--- src/rtl/onehot_code_capture_pkg.sv ---
// Shared widths and defaults for the one-hot capture stage and its decoder.
package onehot_code_capture_pkg;

    localparam int unsigned DEF_CODE_W     = 3;
    localparam int unsigned DEF_D_W        = 1 << DEF_CODE_W;
    localparam int unsigned DEF_FIFO_DEPTH = 4;
    localparam int unsigned DEF_CNT_W      = 8;

    typedef logic [DEF_CODE_W-1:0] code_t;
    typedef logic [DEF_D_W-1:0]    onehot_t;

    // True when exactly one bit of the default-width bus is set.
    function automatic logic is_onehot(input onehot_t d);
        return $countones(d) == 1;
    endfunction

endpackage

--- src/rtl/onehot_code_fifo.sv ---
// Synchronous first-word-fall-through FIFO for captured code indices.
module onehot_code_fifo
    import onehot_code_capture_pkg::*;
#(
    parameter int unsigned DATA_W = DEF_CODE_W,
    parameter int unsigned DEPTH  = DEF_FIFO_DEPTH
) (
    input  logic                    clk,
    input  logic                    rst,
    input  logic                    push,
    input  logic                    pop,
    input  logic [DATA_W-1:0]       wdata,
    output logic [DATA_W-1:0]       rdata,
    output logic                    full,
    output logic                    empty,
    output logic [$clog2(DEPTH):0]  count
);

    localparam int unsigned PTR_W  = $clog2(DEPTH);
    localparam int unsigned CNT_FW = PTR_W + 1;

    logic [DATA_W-1:0] mem [DEPTH];
    logic [PTR_W-1:0]  wr_ptr;
    logic [PTR_W-1:0]  rd_ptr;
    logic              pop_ok;
    logic              push_ok;

    // A pop needs data; a push into a full FIFO only lands if a pop frees the slot.
    assign empty   = (count == '0);
    assign full    = (count == CNT_FW'(DEPTH));
    assign pop_ok  = pop & ~empty;
    assign push_ok = push & (~full | pop_ok);
    assign rdata   = empty ? '0 : mem[rd_ptr];

    // Storage array; contents behind the pointers are don't-care, so no reset.
    always_ff @(posedge clk) begin
        if (push_ok) begin
            mem[wr_ptr] <= wdata;
        end
    end

    // Pointers wrap naturally since DEPTH is a power of two.
    always_ff @(posedge clk) begin
        if (rst) begin
            wr_ptr <= '0;
            rd_ptr <= '0;
            count  <= '0;
        end else begin
            if (push_ok) begin
                wr_ptr <= wr_ptr + PTR_W'(1);
            end
            if (pop_ok) begin
                rd_ptr <= rd_ptr + PTR_W'(1);
            end
            unique case ({push_ok, pop_ok})
                2'b10:   count <= count + CNT_FW'(1);
                2'b01:   count <= count - CNT_FW'(1);
                default: count <= count;
            endcase
        end
    end

endmodule

--- src/rtl/onehot_code_capture.sv ---
// Samples the decoder's one-hot bus, validates it, and buffers the encoded index.
module onehot_code_capture
    import onehot_code_capture_pkg::*;
#(
    parameter int unsigned CODE_W     = DEF_CODE_W,
    parameter int unsigned FIFO_DEPTH = DEF_FIFO_DEPTH,
    parameter int unsigned CNT_W      = DEF_CNT_W
) (
    input  logic                         clk,
    input  logic                         rst,
    input  logic                         sample_en,
    input  logic [(1 << CODE_W)-1:0]     d_in,
    output logic [CODE_W-1:0]            code_out,
    output logic                         code_valid,
    input  logic                         code_ready,
    output logic                         err_onehot,
    output logic                         overflow,
    input  logic                         err_clr,
    output logic [CNT_W-1:0]             hit_cnt,
    output logic [$clog2(FIFO_DEPTH):0]  fifo_count
);

    localparam int unsigned D_W = 1 << CODE_W;
    localparam logic [CNT_W-1:0] HIT_MAX = '1;

    logic [D_W-1:0]    d_q;
    logic              s1_v;
    logic              d_onehot;
    logic [CODE_W-1:0] d_code;
    logic              push_req;
    logic              pop_req;
    logic              push_ok;
    logic              drop;
    logic              bad_sample;
    logic              fifo_full;
    logic              fifo_empty;

    // Capture register: holds the sampled bus for one cycle of checking.
    always_ff @(posedge clk) begin
        if (rst) begin
            d_q  <= '0;
            s1_v <= 1'b0;
        end else begin
            s1_v <= sample_en;
            if (sample_en) begin
                d_q <= d_in;
            end
        end
    end

    // One-hot check and priority-free encode (only meaningful when one-hot).
    always_comb begin
        d_onehot = ($countones(d_q) == 1);
        d_code   = '0;
        for (int unsigned i = 0; i < D_W; i++) begin
            if (d_q[i]) begin
                d_code = CODE_W'(i);
            end
        end
    end

    // Push/pop qualification; full-with-pop lets the push through.
    assign push_req   = s1_v & d_onehot;
    assign bad_sample = s1_v & ~d_onehot;
    assign pop_req    = code_valid & code_ready;
    assign push_ok    = push_req & (~fifo_full | pop_req);
    assign drop       = push_req & fifo_full & ~pop_req;
    assign code_valid = ~fifo_empty;

    onehot_code_fifo #(
        .DATA_W (CODE_W),
        .DEPTH  (FIFO_DEPTH)
    ) u_fifo (
        .clk   (clk),
        .rst   (rst),
        .push  (push_req),
        .pop   (pop_req),
        .wdata (d_code),
        .rdata (code_out),
        .full  (fifo_full),
        .empty (fifo_empty),
        .count (fifo_count)
    );

    // Sticky error flags; a fresh error in the clear cycle keeps the flag set.
    always_ff @(posedge clk) begin
        if (rst) begin
            err_onehot <= 1'b0;
            overflow   <= 1'b0;
        end else begin
            if (bad_sample) begin
                err_onehot <= 1'b1;
            end else if (err_clr) begin
                err_onehot <= 1'b0;
            end
            if (drop) begin
                overflow <= 1'b1;
            end else if (err_clr) begin
                overflow <= 1'b0;
            end
        end
    end

    // Saturating count of codes that made it into the FIFO.
    always_ff @(posedge clk) begin
        if (rst) begin
            hit_cnt <= '0;
        end else if (push_ok && (hit_cnt != HIT_MAX)) begin
            hit_cnt <= hit_cnt + CNT_W'(1);
        end
    end

endmodule

--- config.mk ---
export PLATFORM = sky130hd
export DESIGN_NAME = onehot_code_capture
export DESIGN_NICKNAME = d
export VERILOG_FILES = /design/src/rtl/onehot_code_capture_pkg.sv /design/src/rtl/onehot_code_fifo.sv /design/src/rtl/onehot_code_capture.sv
export SDC_FILE = /design/constraint.sdc
export NUM_CORES = 1
export LEC_CHECK = 0
export CAP_MARGIN = 20
export CELL_PAD_IN_SITES_DETAIL_PLACEMENT = 0
export CELL_PAD_IN_SITES_GLOBAL_PLACEMENT = 1
export CORE_ASPECT_RATIO = 0.9
export CORE_UTILIZATION = 42
export CTS_CLUSTER_SIZE = 8
export DETAILED_ROUTE_END_ITERATION = 7
export GPL_TIMING_DRIVEN = 0
export PLACE_DENSITY_LB_ADDON = 0.1
export SLEW_MARGIN = 20
export SYNTH_ARGS = -nofsm -noshare
export SYNTH_HDL_FRONTEND = slang
export SYNTH_SLANG_ARGS = --single-unit
--- constraint.sdc ---
create_clock -name clk -period 5.35 [get_ports clk]
set_input_delay 0.8025 -clock clk [delete_from_list [all_inputs] [get_ports clk]]
set_output_delay 0.8025 -clock clk [all_outputs]
set_load 0.05 [all_outputs]
==> flow_metrics.tcl <==
set metrics [dict create \
    ys_types 40 \
    grt_pass1_vias 1367 \
    postRouteAntennaNets 0 \
    ctsHoldBuffers 0 \
    numCtsBuffers 5 \
    path_clk_slew_ps 80 \
    status "finished, final reports clean" \
    cp-start-kind "flop" \
    routedWlPerCell_um 13.5 \
    post_cts_buffers 0 \
    cts_tree "built" \
    syn_to_final_growth_pct 23.8 \
    p_switching_w 0.000361 \
    critical_path.max_fanout 4 \
    critical_path_class "reg2reg" \
    die_h_um 67.3 \
    worstHoldEndpoint "overflow" \
    cts.sinks 40 \
    r2r_cells 15 \
    synth-edff-count 12 \
    dieArea_um2 5020 \
    clkPwrFrac 0.257 \
    critical_path_arrival_ps 4440 \
    grt_max_degree 15 \
    synth_async_sr_flop_share 0 \
    slew_headroom 0.569 \
    finalCritPeriodShare 0.794 \
    hold_depth 2 \
    rsz0062_at_grt "no" \
    gr-total-overflow 0 \
    rrSetupSlack_ps 1100 \
    p_leak_nw 0.917 \
    first_iter_violations 66 \
    min-delay-start "overflow" \
    final.setup.tns_ps 0 \
    ctsResizeCount 0 \
    totalWireLength_um 3900 \
    fmax_mhz 235 \
    syn_nets 217 \
    min_path_type "reg2reg" \
    yosysSeqAreaShare 0.463 \
    startpoint "d_q[0]" \
    htree_levels 2 \
    setup_viol 0 \
    grt_pass1_wl_um 6360 \
    switching_share 0.364 \
    first_pass_iters 4 \
    viasPerCell 5.00 \
    initial_utilization 0.443 \
    end_kind "flop" \
    worstMarginPinSlew_ps 643 \
    syn_area_um2 1990 \
    dp_hpwl_um 2860 \
    track_usage 0.175 \
    die_x_um 74.5 \
    via_count 1445 \
    syn_inst 191 \
    place_congestion 0.767 \
    synth_warnings 0 \
    r2r_end "u_fifo.count[2]" \
    ir_drop_mv 0.270 \
    drive_above_1_share 0.0969 \
    clockBufferDepth 2 \
    clock_skew_ps 3.48 \
    timing.rr.start "d_q[0]" \
    drv_cap 0 \
    antenna_cells 0 \
    fin_crit_ps 4250 \
    syn_area_per_cell_um2 10.4 \
    fin_util 0.549 \
    io_pins 30 \
    p_per_area_nw_per_um2 403 \
    required_ps 5540 \
    port_buffers 28 \
    p_int_w 0.000632 \
    clockRootBuffer "clkbuf_8" \
    antenna_found_initial 0 \
    ys_ff_latch 40 \
    core_area_um2 4490 \
    nets 252 \
    rows 23 \
    p_seq_frac 0.375 \
    clock_latency_ps 290 \
    drv_slew 0 \
    drt_drc_violations_left 0 \
    hold_viol_final 0 \
    synthFlopType "dfxtp_1" \
    pwr-share-comb 0.368 \
]
==> synth_stat cells, drive strengths merged (2+ instances only) <==
cell	n	area, um2
nand2b	6	37.5
nor3	4	25.0
o31ai	2	15.0
nand3	7	35.0
inv	16	60.1
o21ai	5	25.0
xnor2	2	17.5
a21oi	12	63.8
nand2	9	33.8
mux4	3	67.6
and2	9	58.8
edfxtp	12	360
nor2	19	71.3
a31oi	3	18.8
ha	8	100
dfxtp	28	561
buf	3	13.8
fa	5	100
mux2	4	48.8
or3	3	18.8
mux2i	9	90.1
or4	2	15.0
clkbuf	3	11.3
nor2b	6	37.5
==> state kept, by name, indices dropped and copies added (netlist names), named ones only <==
name and flops:
d_q 8, overflow 1, err_onehot 1, u_fifo.mem 12, hit_cnt 8, u_fifo.rd_ptr 2, s1_v 1, u_fifo.count 3
u_fifo.wr_ptr 2
==> kinds of logic (layout without fill, tap and decap cells) <==
family                   Yosys count  count (layout)  synth area share
AO/OA/AOI/OAI                     26              26            0.0786
AND/OR/NAND/NOR                   71              71             0.198
XOR/XNOR                           3               3            0.0132
flip-flops                        40              40             0.463
multiplexers                      16              16             0.104
buffers and inverters             22              58            0.0428
adder cells (fa/ha/maj)           13              13             0.101
==> area by class of cell <==
cell class                      count  area [um2]
Timing Repair Buffer               28         280
Inverter                           16        60.1
Sequential cell                    40         921
Clock inverter                      3        47.5
Multi-Input combinational cell    129         983
Tap cell                           62        77.6
Buffer                              6        25.0
Fill cell                         404        2030
Clock buffer                        5        68.8
==> stage by stage <==
| step | cells | hold slack (ps) | worst slack (ps) | area, um2 | power, W |
|---|---|---|---|---|---|
| floorplan | 191 | 460 | 1410 | 1990 | 0.000639 |
| global placement | 281 | 460 | 1250 | 2350 | 0.000736 |
| detailed placement | 281 | 468 | 1190 | 2350 | 0.000744 |
| CTS | 289 | 482 | 1090 | 2460 | 0.000999 |
| global route | 289 | 511 | 879 | 2460 | 0.00105 |
| finish | 289 | 481 | 1100 | 2460 | 0.000993 |
==> worst max path at each step <==
stage / endpoint / slack, ps / depth (start not counted)
2_1_floorplan: u_fifo.count[2] / 1410 / 15
3_3_place_gp: u_fifo.count[2] / 1250 / 15
3_5_place_dp: u_fifo.count[2] / 1190 / 16
4_1_cts: u_fifo.count[2] / 1090 / 16
5_1_grt: u_fifo.count[2] / 880 / 16
6_report: u_fifo.count[2] / 1100 / 15
==> layout by cell type (no fill, tap or decap), types with 7 or more instances in the layout <==
| cell type | instances |
|---|---|
| edfxtp_1 | 12 |
| nor2_1 | 19 |
| nand3_1 | 7 |
| nand2_1 | 9 |
| dfxtp_1 | 28 |
| a21oi_1 | 11 |
| clkdlybuf4s50_1 | 28 |
| mux2i_1 | 9 |
| inv_1 | 16 |
| and2_1 | 8 |
| ha_1 | 8 |
==> routing by layer <==
layer | share of wire | wire (um) | global-route usage | vias up
met5 | 0 | 0 | 0 | -
met4 | 0.0087 | 34 | 0.0613 | 0
met3 | 0.039 | 151 | 0.0418 | 5
met1 | 0.49 | 1930 | 0.236 | 681
met2 | 0.46 | 1790 | 0.276 | 27
li1 | - | - | - | 732
==> power by group through the flow <==
stage | Clock [W] | Combinational (W) | Sequential (W)
5_1_grt | 0.000271 | 0.000396 | 0.000379
2_1_floorplan | 0 | 0.000229 | 0.000410
4_1_cts | 0.000258 | 0.000368 | 0.000373
3_5_place_dp | 0 | 0.000364 | 0.000380
6_report | 0.000255 | 0.000366 | 0.000373
3_3_place_gp | 0 | 0.000358 | 0.000377
==> critical path, cell delays in order (launching register included) <==
cell and delay, ps:
dfxtp_1 350, inv_1 70, fa_1 550, fa_1 420, fa_1 490, inv_1 40, ha_1 190, inv_1 70
fa_1 450, and3_1 240, a21oi_1 380, fa_1 280, nand2_1 90, nor4_4 160, a21oi_2 60, mux2_4 300
Note: power is estimated with default switching activity, not from simulation.
